[config.mk]
export PLATFORM = sky130hd
export DESIGN_NAME = uart_rx_capture
export DESIGN_NICKNAME = d
export VERILOG_FILES = /design/src/rtl/uart_rx_capture.sv
export SDC_FILE = /design/constraint.sdc
export NUM_CORES = 1
export LEC_CHECK = 0
export ABC_AREA = 1
export CAP_MARGIN = 5
export CORE_ASPECT_RATIO = 0.9
export CORE_MARGIN = 5
export CORE_UTILIZATION = 35
export DETAILED_ROUTE_END_ITERATION = 8
export GPL_TIMING_DRIVEN = 0
export MAX_ROUTING_LAYER = met4
export PLACE_DENSITY = 0.58
export SKIP_CTS_REPAIR_TIMING = 1
export SLEW_MARGIN = 20
export SYNTH_ARGS = -nofsm -noshare
export SYNTH_HDL_FRONTEND = slang
export SYNTH_SLANG_ARGS = --single-unit
export TNS_END_PERCENT = 1
[constraint.sdc]
create_clock -name PCLK -period 2 [get_ports PCLK]
set_input_delay 0.2 -clock PCLK [delete_from_list [all_inputs] [get_ports PCLK]]
set_output_delay 0.2 -clock PCLK [all_outputs]
set_load 0.05 [all_outputs]
[src/rtl/uart_rx_capture.sv]
// UART receiver (8N1) with a 2-flop input synchronizer and a small received-byte FIFO.
// Define UART_RX_PARITY_EN to add an even-parity bit and the parity_err output.
module uart_rx_capture #(
    parameter int unsigned CLKS_PER_BIT = 16,
    parameter int unsigned FIFO_DEPTH   = 4
) (
    input  logic       PCLK,
    input  logic       PRESET,
    input  logic       tx,
    output logic [7:0] rx_data,
    output logic       rx_valid,
    input  logic       rx_ready,
    output logic       frame_err,
    output logic       overrun_err,
`ifdef UART_RX_PARITY_EN
    output logic       parity_err,
`endif
    output logic       busy
);
    localparam int unsigned AW       = (FIFO_DEPTH > 1) ? $clog2(FIFO_DEPTH) : 1;
    localparam logic [11:0] HALF_BIT = 12'(CLKS_PER_BIT / 2 - 1);
    localparam logic [11:0] FULL_BIT = 12'(CLKS_PER_BIT - 1);
    localparam logic [AW:0] FULL_CNT = (AW + 1)'(FIFO_DEPTH);
    localparam logic [AW:0] CNT_ONE  = (AW + 1)'(1);
    localparam logic [AW-1:0] PTR_ONE = AW'(1);

    typedef enum logic [2:0] {
        StIdle,
        StStart,
        StData,
`ifdef UART_RX_PARITY_EN
        StParity,
`endif
        StStop,
        StWaitHigh
    } state_e;

    logic        sync_q;
    logic        rx_s;
    state_e      state_q;
    logic [11:0] cnt_q;
    logic [2:0]  bit_idx_q;
    logic [7:0]  shift_q;
    logic        expiry;
    logic        push;
`ifdef UART_RX_PARITY_EN
    logic        par_bad_q;
`endif

    always_ff @(posedge PCLK) begin
        if (PRESET) begin
            sync_q <= 1'b1;
            rx_s   <= 1'b1;
        end else begin
            sync_q <= tx;
            rx_s   <= sync_q;
        end
    end

    assign expiry = (cnt_q == 12'd0);
    assign busy   = (state_q != StIdle);

`ifdef UART_RX_PARITY_EN
    assign push = (state_q == StStop) && expiry && rx_s && !par_bad_q;
`else
    assign push = (state_q == StStop) && expiry && rx_s;
`endif

    always_ff @(posedge PCLK) begin
        if (PRESET) begin
            state_q    <= StIdle;
            cnt_q      <= '0;
            bit_idx_q  <= '0;
            shift_q    <= '0;
            frame_err  <= 1'b0;
`ifdef UART_RX_PARITY_EN
            par_bad_q  <= 1'b0;
            parity_err <= 1'b0;
`endif
        end else begin
            frame_err <= 1'b0;
`ifdef UART_RX_PARITY_EN
            parity_err <= 1'b0;
`endif
            case (state_q)
                StIdle: begin
                    if (!rx_s) begin
                        state_q <= StStart;
                        cnt_q   <= HALF_BIT;
                    end
                end
                StStart: begin
                    if (!expiry) begin
                        cnt_q <= cnt_q - 12'd1;
                    end else if (!rx_s) begin
                        state_q   <= StData;
                        cnt_q     <= FULL_BIT;
                        bit_idx_q <= 3'd0;
                    end else begin
                        state_q <= StIdle;
                    end
                end
                StData: begin
                    if (!expiry) begin
                        cnt_q <= cnt_q - 12'd1;
                    end else begin
                        shift_q   <= {rx_s, shift_q[7:1]};
                        bit_idx_q <= bit_idx_q + 3'd1;
                        cnt_q     <= FULL_BIT;
                        if (bit_idx_q == 3'd7) begin
`ifdef UART_RX_PARITY_EN
                            state_q <= StParity;
`else
                            state_q <= StStop;
`endif
                        end
                    end
                end
`ifdef UART_RX_PARITY_EN
                StParity: begin
                    if (!expiry) begin
                        cnt_q <= cnt_q - 12'd1;
                    end else begin
                        par_bad_q  <= (^shift_q) != rx_s;
                        parity_err <= (^shift_q) != rx_s;
                        cnt_q      <= FULL_BIT;
                        state_q    <= StStop;
                    end
                end
`endif
                StStop: begin
                    if (!expiry) begin
                        cnt_q <= cnt_q - 12'd1;
                    end else if (rx_s) begin
                        state_q <= StIdle;
                    end else begin
                        frame_err <= 1'b1;
                        state_q   <= StWaitHigh;
                    end
                end
                StWaitHigh: begin
                    // Hold off until the line is released so a break cannot look like a start bit.
                    if (rx_s) state_q <= StIdle;
                end
                default: state_q <= StIdle;
            endcase
        end
    end

    logic [7:0]    mem [FIFO_DEPTH];
    logic [AW-1:0] wr_ptr_q;
    logic [AW-1:0] rd_ptr_q;
    logic [AW:0]   count_q;
    logic          pop;
    logic          full;
    logic          do_push;

    assign rx_valid = (count_q != '0);
    assign pop      = rx_valid && rx_ready;
    assign full     = (count_q == FULL_CNT);
    // A full FIFO still accepts a byte when the head leaves in the same cycle.
    assign do_push  = push && (!full || pop);
    assign rx_data  = rx_valid ? mem[rd_ptr_q] : 8'h00;

    always_ff @(posedge PCLK) begin
        if (do_push && !PRESET) mem[wr_ptr_q] <= shift_q;
    end

    always_ff @(posedge PCLK) begin
        if (PRESET) begin
            wr_ptr_q    <= '0;
            rd_ptr_q    <= '0;
            count_q     <= '0;
            overrun_err <= 1'b0;
        end else begin
            overrun_err <= push && full && !pop;
            if (do_push) wr_ptr_q <= wr_ptr_q + PTR_ONE;
            if (pop)     rd_ptr_q <= rd_ptr_q + PTR_ONE;
            case ({do_push, pop})
                2'b10:   count_q <= count_q + CNT_ONE;
                2'b01:   count_q <= count_q - CNT_ONE;
                default: count_q <= count_q;
            endcase
        end
    end
endmodule

# Yosys cells after proc, flatten, opt, wreduce, memory -nomap -nowiden
# Memories as Yosys holds them, arrays and structs flattened. A register that Yosys moved wholly into a read port is not among the register bits.
# Index checks and enable logic that the tools add are counted.
totals:
  mem_bits_rw: 32
  output_inout_bits: 12
  n_memories: 1
  in_bits: 4
  ff_bits: 37
  latch_bits: 0
  rom_bits: 0
  elab_cells: 86
op_classes:
  n_shift: 0
  mul: 0
  eq_ne: 17
  div: 0
  addsub: 6
  reduce_logical: 23
  n_bitwise: 2
  n_lt_le_gt_ge: 0
  mux: 26
mem_list:
  columns: ["memory", "depth", "word_bits", "read_ports", "rd_clocked_by_memory_dff", "wr", "line", "source"]
  rows:
  - ["mem", 4, 8, 1, 1, 1, "150", "logic [7:0] mem [FIFO_DEPTH];"]
ops:
  columns: ["op", "n"]
  rows:
  - ["12-bit two-way mux", 5]
  - ["12-bit one-hot mux with 4 select lines", 1]
  - ["3-bit two-way mux", 10]
  - ["2-bit inequality test (second input constant)", 8]
  - ["3-bit one-hot mux with 5 select lines", 1]
  - ["12-bit zero test", 1]
  - ["3-bit one-hot mux with 2 select lines", 2]
  - ["12-bit by 1-bit subtractor with 12-bit output (second input constant)", 1]
  - ["3-bit == test (second input constant)", 3]
  - ["8-bit two-way mux", 1]
  - ["4-bit AND reduction", 2]
  - ["1-bit logical AND", 7]
  - ["3-bit by 1-bit adder with 3-bit output (second input constant)", 2]
  - ["3-bit by 2-bit == test with 1-bit output (second input constant)", 2]
  - ["2-bit two-way mux", 3]
  - ["6-bit AND reduction", 1]
  - ["3-bit nonzero test", 2]
  - ["2-bit by 1-bit adder with 2-bit output (second input constant)", 2]
  - ["2-bit nonzero test", 2]
  - ["4-bit nonzero test", 1]
  - ["3-bit by 1-bit == test with 1-bit output (second input constant)", 1]
  - ["1-bit zero test", 3]
  - ["3-bit zero test", 1]
  - ["1-bit two-way mux", 3]
  - ["8 further kinds", 9]

# Depth between registers and ports, before layout
# Gate-level depths: netlist of run 1.
logic_depth:
  depth_word: 7
  ltp_mapped: 13
  depth_no_buf: 13

# Worst setup path after synthesis of run 1
# OpenSTA, ideal clock, no wires.
synth_path:
  kind: "register -> output"
  startpoint: "reg (tool-made name)"
  endpoint: "out rx_data[5]"
  slack_ns: -0.025
  path_stages_with_launch: 7
  arrival_time_ns: 1.825
  n_path_buf: 2
  cell_sequence: "dfxtp_1 clkbuf_1 clkbuf_1 nor2_1 nor2_1 o21ai_1 a21oi_1"
synth_lines:
  columns: ["element", "line", "source"]
  rows:
  - ["end, declared", "10", "output logic [7:0] rx_data,"]

==> results of run 1 <==
==> cell families (layout without fill, tap and decap cells) <==
family	Yosys count	after routing	synth area share (%)
flip-flops	71	71	52.6
AO/OA/AOI/OAI	69	69	11.5
XOR/XNOR	2	2	0.529
AND/OR/NAND/NOR	194	194	26.4
buffers and inverters	44	76	5.36
adder cells (fa/ha/maj)	9	9	3.63
==> through the flow <==
stage / power, W / util (%)
floorplan: 0.00420 / -
global placement: 0.00487 / 39.5
detailed placement: 0.00493 / 39.5
CTS: 0.00605 / 41.6
global route: 0.00655 / 42.6
finish: 0.00605 / 42.6
==> per-layer routing <==
layer,vias up,GRT usage [%]
met1,1251,16.9
met3,11,2.96
met5,-,-
met2,42,22.1
met4,0,4.90
li1,1346,-
==> worst max-delay path by stage <==
stage                            end  slack [ns]  cells after the start
after floorplan           rx_data[6]       -0.02                      6
after global placement    rx_data[7]       -0.57                      7
after detailed placement   mem[1][2]       -0.61                      5
after CTS                 rx_data[7]       -0.95                      7
after global routing      count_q[2]       -0.03                     10
final                     rx_data[7]        0.08                      5
==> power groups by stage <==
stage | Sequential, W | Clock [W] | Combinational [W]
final | 0.00200 | 0.00111 | 0.00294
after global routing | 0.00203 | 0.00121 | 0.00331
after CTS | 0.00195 | 0.00114 | 0.00295
after detailed placement | 0.00198 | 0 | 0.00294
after global placement | 0.00198 | 0 | 0.00289
after floorplan | 0.00193 | 0 | 0.00227
==> final cells by class <==
| class | count | share of cell area, % |
|---|---|---|
| Sequential cell | 71 | 44.9 |
| Multi-Input combinational cell | 274 | 37.9 |
| Timing Repair Buffer | 18 | 3.91 |
| Tap cell | 122 | 3.91 |
| Inverter | 34 | 3.33 |
| Clock buffer | 10 | 3.27 |
| Clock inverter | 6 | 1.57 |
| Buffer | 8 | 1.22 |
==> worst max-delay path: cells and delay by family, from the launching register on <==
kind | cells | cell delay [ns]
AO/OA/AOI/OAI | 2 | 0.30
flip-flops | 1 | 0.38
buffers and inverters | 3 | 0.69
==> placed cells by master (no fill, tap or decap), types with 11 or more instances in the layout <==
master,Yosys,final
nor2_1,84,79
nand2_1,59,58
dfxtp_1,39,34
edfxtp_1,32,32
inv_1,27,25
a21oi_1,24,23
o21ai_0,21,21
o21ai_1,16,16
nand3_1,16,15
nor2_4,4,11
==> sequential cells by signal, summed over array words and instances, names as in the netlist, named ones only <==
signal       count
count_q          3
mem             32
state_q          3
frame_err        1
wr_ptr_q         2
bit_idx_q        3
rx_s             1
rd_ptr_q         2
sync_q           1
overrun_err      1
shift_q          8
cnt_q           12
==> results.toml, run 1 <==
[outcome]
status = "completed"

[synth]
seq_area_frac_synth_pct = 52.6
ys_types = 34
synthTopCellsByCount = "nor2_1 (84), nand2_1 (59), dfxtp_1 (39)"
netlist_top_cells_area = "edfxtp_1 (29%), dfxtp_1 (24%), nor2_1 (9.5%)"
syn_inst = 389
synth_ff_type = "dfxtp_1"
syn-cell-area_sq_um = 3310
ys_ff_latch = 71
synth_top_area_cell = "edfxtp_1"
synth_edf_count = 32
synthArstFlopShare_pct = 0
synth_warnings = 0
avgSynthCellArea_sq_um = 8.52
syn-num-nets = 402
yosysMostFrequentCell = "nor2_1"
yosys.area.top_type_share_pct = 29.0

[placement]
placed_area_sq_um = 3620
dp_slack_ns = -0.609
place.gp.congestion = 0.809
hpwl_microns = 4900
post-place-cells = 526
io_buffer_count = 15

[global_routing]
grt_max_degree = 14
grt.total_usage_pct = 13.7
grt_first_pass_wirelength_microns = 12100
grt_pass1_vias = 2566
antenna_found_initial = 0
gr-total-overflow = 0

[drt]
wire_per_inst_microns = 13.0
wl_met2_microns = 3250
wl_met3_microns = 218
dr.first_iter.drc_count = 137
met1_length_microns = 3500
wl_microns = 7050
dr.pass1.iters = 4
drtAntennaViolNets = 0
dr.max_layer_used = "met4"
drc_errors = 0
vias_per_cell = 4.88
via_count = 2650

[power]
p_clk_share_pct = 18.4
pwr-share-comb_pct = 48.6
switchingPower_w = 0.00281
p_int_w = 0.00324
vdd_drop_max_mv = 0.901
p_leak_nw = 1.54
swShare_pct = 46.4
pwr_density_cell_nw_per_um2 = 1550
seq_power_share_pct = 33.0

[sta]
worst_slack_ns = 0.0769
rsz0062_at_grt = "true"
finalHoldViolCount = 0
timing.hold.ws_ns = 0.409
fin_skew_ns = 0.0145
slew_viol_final = 0
fin_crit_ns = 1.92
finalSetupTns_ns = 0
tightest_slew_ns = 0.611
period_share_pct = 96.2
fmax_mhz = 520
setup_viol = 0
relSlewSlack_pct = 59.2

[cts]
numCtsBuffers = 9
clkLatencyLatePin_ns = 0.35
clkTransAtPathRegs_ns = 0.08
cts_tree = "done"
clock-sinks = 71
cts_max_level = 3
clk_path_buf_depth = 2
root_buffer = "clkbuf_8"

[worst_hold_path]
whs_endpoint = "sync_q"
hold_path.startpoint = "tx"
hold_class = "in2reg"
whs_path_depth = 2

[final_layout]
stdcell_count = 543
diodes = 0
drive_gt1_share_pct = 19.5
register_area_sq_um = 1750
final.fill_count = 928
nets = 429
final_area_sq_um = 3900
area_delta_synth_final_pct = 17.8
multi_input_area_sq_um = 1480

[floorplan]
start_util_pct = 36.1
die_area_sq_um = 11500
core_sq_um = 9170
die_h_microns = 102
chipWidth_microns = 113
boundaryPins = 16
placementRows = 33

[worst_setup_path]
cp_cell_sequence = "inv_2 -> clkbuf_2 -> o21ai_0 -> a21oi_1 -> clkbuf_2"
critPathLaunchType = "flop"
cp.required_ns = 1.80
arrival_ns = 1.72
worst_setup_path_end_kind = "output pin"
worstReg2RegStart = "cnt_q[1]"
cp_max_fo = 10
path_common_cell = "clkbuf_2"
max_stage_delay_ns = 0.38
crit_type = "reg2out"
crit_slowest_cell = "dfxtp_4"
rr_endpoint = "mem[3][5]"
ff2ff_setup_slack_ns = 0.14
rr_worst_depth = 8

[flow_run]
max_cap_violations = 0
Note: power is estimated with default switching activity, not from simulation.
==> inputs of run 2 (changes only) <==
--- a/config.mk
+++ b/config.mk
@@ -11,7 +11,6 @@
 export CORE_MARGIN = 5
 export CORE_UTILIZATION = 35
 export DETAILED_ROUTE_END_ITERATION = 8
-export GPL_TIMING_DRIVEN = 0
 export MAX_ROUTING_LAYER = met4
 export PLACE_DENSITY = 0.58
 export SKIP_CTS_REPAIR_TIMING = 1
==> run 2 against run 1 <==
  * Register-to-register slack improved by 0.05 ns
  * Setup slack improved by 0.051 ns
  * Via count is 2.1% lower
  * Global-route usage down 0.40 points
  * Non-clock buffer count rose by 5
  * First-iteration DRC count rose by 31%
  * Cell count grew 0.92%
  * Critical path depth increased by 1
  * Utilization grew 1.0 points
  * Hold slack improved by 0.0039 ns
  * Sequential power about the same
  * Highest routed layer unchanged
==> results.toml, run 2 (synthesized netlist as in run 1, its figures left out) <==
[drt]
via_count = 2595
dr.first_iter.drc_count = 179
vias_per_cell = 4.74
dr.pass1.iters = 4
wire_per_inst_microns = 12.5
wl_microns = 6850
drtAntennaViolNets = 0
drc_errors = 0

[flow_run]
max_cap_violations = 0

[worst_setup_path]
worstReg2RegStart = "cnt_q[1]"
critPathLaunchType = "flop"
arrival_ns = 1.67
path_buf_inv = 2
cp_max_fo = 10
path_delay_family = "flip-flops"
cp_cell_sequence = "buf_4 -> nor2_1 -> nor2_1 -> o21ai_0 -> a21oi_1 -> buf_12"
rr_worst_depth = 11
cp.required_ns = 1.80
crit_slowest_cell = "dfxtp_2"
crit_type = "reg2out"
max_stage_delay_ns = 0.41
path_common_cell = "nor2_1"
worst_setup_path_end_kind = "output pin"
rr_endpoint = "cnt_q[9]"
ff2ff_setup_slack_ns = 0.19

[final_layout]
final_cell_mix = "nor2_1 (82), nand2_1 (59), dfxtp_1 (38)"
final_common_cell = "nor2_1"
area_delta_synth_final_pct = 20.6
largest_register_ffs = 32
drive_gt1_share_pct = 19.7
registers.top_by_ff_count = "mem"
top_regs = "mem: 32 flops, cnt_q: 12 flops, shift_q: 8 flops"
stdcell_count = 548
nets = 434
diodes = 0

[floorplan]
chipWidth_microns = 113
boundaryPins = 16
core_sq_um = 9170
die_area_sq_um = 11500
die_h_microns = 102
start_util_pct = 36.1
placementRows = 33

[cts]
clk_path_buf_depth = 2
clkLatencyLatePin_ns = 0.34
root_buffer = "clkbuf_8"
clkTransAtPathRegs_ns = 0.08
numCtsBuffers = 9
cts_max_level = 3
clock-sinks = 71
cts_tree = "done"

[placement]
place.gp.congestion = 0.866
io_buffer_count = 15
hpwl_microns = 5010
post-place-cells = 532

[outcome]
status = "completed"

[global_routing]
grt.total_usage_pct = 13.3
grt_pass1_vias = 2546
antenna_found_initial = 0
grt_first_pass_wirelength_microns = 11900
grt_max_degree = 20
gr-total-overflow = 0

[worst_hold_path]
whs_path_depth = 1
hold_path.startpoint = "sync_q"
hold_class = "reg2reg"
whs_endpoint = "rx_s"

[sta]
setup_viol = 0
tightest_slew_ns = 0.523
fmax_mhz = 534
fin_crit_ns = 1.87
period_share_pct = 93.6
slew_viol_final = 0
fin_skew_ns = 0.0139
finalHoldViolCount = 0
relSlewSlack_pct = 64.8
timing.hold.ws_ns = 0.412
finalSetupTns_ns = 0
rsz0062_at_grt = "false"

[power]
pwr_density_cell_nw_per_um2 = 1570
p_leak_nw = 1.57
vdd_drop_max_mv = 0.829
fin_total_pwr_w = 0.00629
==> run 2: layer usage <==
metal	vias to the layer above	GRT usage (%)	part of all wire [%]
li1	1351	-	-
met1	1175	18.7	51
met2	63	18.8	42
met3	6	2.90	5.9
met4	0	4.53	0.86
met5	-	-	0
==> run 2: how the worst max path moves through the flow <==
stage	endpoint	depth (start not counted)	start	slack [ns]
final	rx_data[2]	6	flop	0.13
after global routing	rx_data[2]	6	flop	0.01
after CTS	rx_data[1]	6	flop	-0.03
after detailed placement	count_q[2]	9	rx_ready	0.07
after global placement	count_q[2]	9	rx_ready	0.10
after floorplan	rx_data[6]	6	flop	-0.02
==> run 2: report_power, final <==
group	switching (W)	internal, W	total [W]	leakage, nW
registers	0.000224	0.00175	0.00198	0.619
clock network	0.000585	0.000589	0.00117	0.0929
logic	0.00199	0.00115	0.00314	0.861
total	0.00280	0.00349	0.00629	1.57
==> run 2: through the flow <==
step / area (sq um) / setup slack (ns) / utilization (%)
after global placement: 3770 / 0.102 / 41.1
after global routing: 4000 / 0.00992 / 43.6
after floorplan: 3320 / -0.0172 / -
final: 4000 / 0.128 / 43.6
after CTS: 3970 / -0.0304 / 43.3
after detailed placement: 3770 / 0.0708 / 41.1
==> run 2: cell type report <==
type | count | area, sq um
sequential | 71 | 1740
tap | 122 | 153
inverter | 34 | 128
timing repair buffer | 31 | 350
multi-input combinational | 274 | 1420
clock buffer | 9 | 124
fill | 907 | 5170
clock inverter | 7 | 78.8
==> inputs of run 3 (changes only) <==
--- a/config.mk
+++ b/config.mk
@@ -7,12 +7,14 @@
 export LEC_CHECK = 0
 export ABC_AREA = 1
 export CAP_MARGIN = 5
+export CELL_PAD_IN_SITES_DETAIL_PLACEMENT = 1
+export CELL_PAD_IN_SITES_GLOBAL_PLACEMENT = 2
 export CORE_ASPECT_RATIO = 0.9
 export CORE_MARGIN = 5
-export CORE_UTILIZATION = 35
+export CORE_UTILIZATION = 33
 export DETAILED_ROUTE_END_ITERATION = 8
 export MAX_ROUTING_LAYER = met4
-export PLACE_DENSITY = 0.58
+export PLACE_DENSITY = 0.8
 export SKIP_CTS_REPAIR_TIMING = 1
 export SLEW_MARGIN = 20
 export SYNTH_ARGS = -nofsm -noshare
==> run 3 against run 2 <==
  * Via count grew 2.2%
  * Wire length is 18% higher
  * Critical path depth did not move
  * First-iteration DRC count fell by 75%
  * Sequential share of layout area fell by 0.25 points
  * Global-route usage increased by 1.6 points
  * Cell count rose by 1.6%
  * Non-clock buffer count up 5
  * Hold slack got worse by 0.0086 ns
  * Largest power group unchanged
  * Highest routed layer unchanged
==> results.toml, run 3 (synthesized netlist as in run 1, its figures left out) <==
[final_layout]
nets = 439
top_regs = "mem: 32 flops, cnt_q: 12 flops, shift_q: 8 flops"
final_area_sq_um = 4020
final_cell_mix = "nor2_1 (82), nand2_1 (58), dfxtp_1 (38)"
drive_gt1_share_pct = 20.9
final.fill_count = 1149
area_delta_synth_final_pct = 21.5
utilization_pct = 41.3
final_common_cell = "nor2_1"
largest_register_ffs = 32
diodes = 0
registers.top_by_ff_count = "mem"

[sta]
period_share_pct = 92.5
timing.hold.ws_ns = 0.404
fmax_mhz = 541
worst_slack_ns = 0.150
finalSetupTns_ns = 0
tightest_slew_ns = 0.502
relSlewSlack_pct = 66.5
fin_crit_ns = 1.85
finalHoldViolCount = 0
rsz0062_at_grt = "false"
setup_viol = 0
slew_viol_final = 0
fin_skew_ns = 0.0120

[power]
p_clk_share_pct = 17.4
p_leak_nw = 1.60
vdd_drop_max_mv = 0.643
pwr_density_cell_nw_per_um2 = 1590
pwr-share-comb_pct = 51.3
swShare_pct = 46.3
seq_power_share_pct = 31.3
switchingPower_w = 0.00295
p_int_w = 0.00343

[global_routing]
grt_pass1_vias = 2729
met2_usage_pct = 23.2
grt_max_degree = 20
gr-total-overflow = 0
grtUsageMet3_pct = 3.35
grt_first_pass_wirelength_microns = 13900
grt.busiest_layer = "met2"
met1_usage_pct = 19.3
grt.total_usage_pct = 14.9
antenna_found_initial = 0

[floorplan]
core_sq_um = 9740
die_h_microns = 105
placementRows = 34
chipWidth_microns = 116
start_util_pct = 34.0
boundaryPins = 16
die_area_sq_um = 12100

[cts]
cts_tree = "done"
clkTransAtPathRegs_ns = 0.09
cts_max_level = 3
root_buffer = "clkbuf_8"
clock-sinks = 71
clkLatencyLatePin_ns = 0.35
clk_path_buf_depth = 2
numCtsBuffers = 9

[worst_setup_path]
critPathLaunchType = "flop"
crit_slowest_cell = "dfxtp_4"
path_buf_inv = 2
cp.depth = 6
cp_max_fo = 10
rr_worst_depth = 9
crit_type = "reg2out"
path_delay_family = "compound AO/OA/AOI/OAI gates"
cp.required_ns = 1.80
max_stage_delay_ns = 0.42
cp_cell_sequence = "buf_4 -> nor2_1 -> nor2_1 -> o21ai_0 -> a21oi_1 -> buf_12"
path_common_cell = "nor2_1"
worst_setup_path_end_kind = "output pin"
arrival_ns = 1.65

[placement]
io_buffer_count = 15
place.gp.congestion = 0.764
dp_slack_ns = 0.0672
placed_area_sq_um = 3810
hpwl_microns = 6190

[drt]
vias_per_cell = 4.76
wl_microns = 8110
dr.pass1.iters = 4
dr.first_iter.drc_count = 44
wire_per_inst_microns = 14.6
drc_errors = 0
via_count = 2651
drtAntennaViolNets = 0

[worst_hold_path]
whs_path_depth = 2
hold_class = "in2reg"

[flow_run]
max_cap_violations = 0

[outcome]
status = "completed"
-- run 3: cell count changes in the layout (fill, tap and decap cells not counted), sizes merged --
cell      before  now
clkinvlp       3    1
buf           25   30
inv           37   38
bufinv         1    0
clkinv         0    2
-- run 3: final cells by class --
| class | instances | area, sq um | area share, % |
|---|---|---|---|
| Clock buffer | 9 | 124 | 3.08 |
| Clock inverter | 7 | 65.1 | 1.62 |
| Inverter | 34 | 128 | 3.17 |
| Multi-Input combinational cell | 274 | 1420 | 35.2 |
| Sequential cell | 71 | 1750 | 43.4 |
| Tap cell | 126 | 158 | 3.92 |
| Timing Repair Buffer | 36 | 388 | 9.64 |
-- run 3: power groups by stage --
stage	registers [W]	logic, W	clock network (W)
floorplan	0.00193	0.00227	0
detailed placement	0.00203	0.00328	0
global placement	0.00201	0.00321	0
finish	0.00199	0.00327	0.00111
CTS	0.00199	0.00329	0.00116
global route	0.00203	0.00363	0.00122
-- run 3: per-layer routing --
metal  vias up  wire length, microns
li1       1360                     -
met1      1250                  3890
met2        30                  3850
met3        11                   231
met4         0                   138
met5         -                     0
-- run 3: stage by stage --
stage / power [W] / cells
after floorplan: 0.00420 / 389
after global placement: 0.00522 / 541
after detailed placement: 0.00530 / 541
after CTS: 0.00644 / 557
after global routing: 0.00689 / 557
final: 0.00638 / 557
-- run 3: path summary, 6_finish.rpt --
path,startpoint,endpoint,slack (ns)
max,flop,rx_data[0],0.15
min,tx,sync_q,0.40
max reg2reg,cnt_q[1],count_q[1],0.16
min reg2reg,sync_q,rx_s,0.42
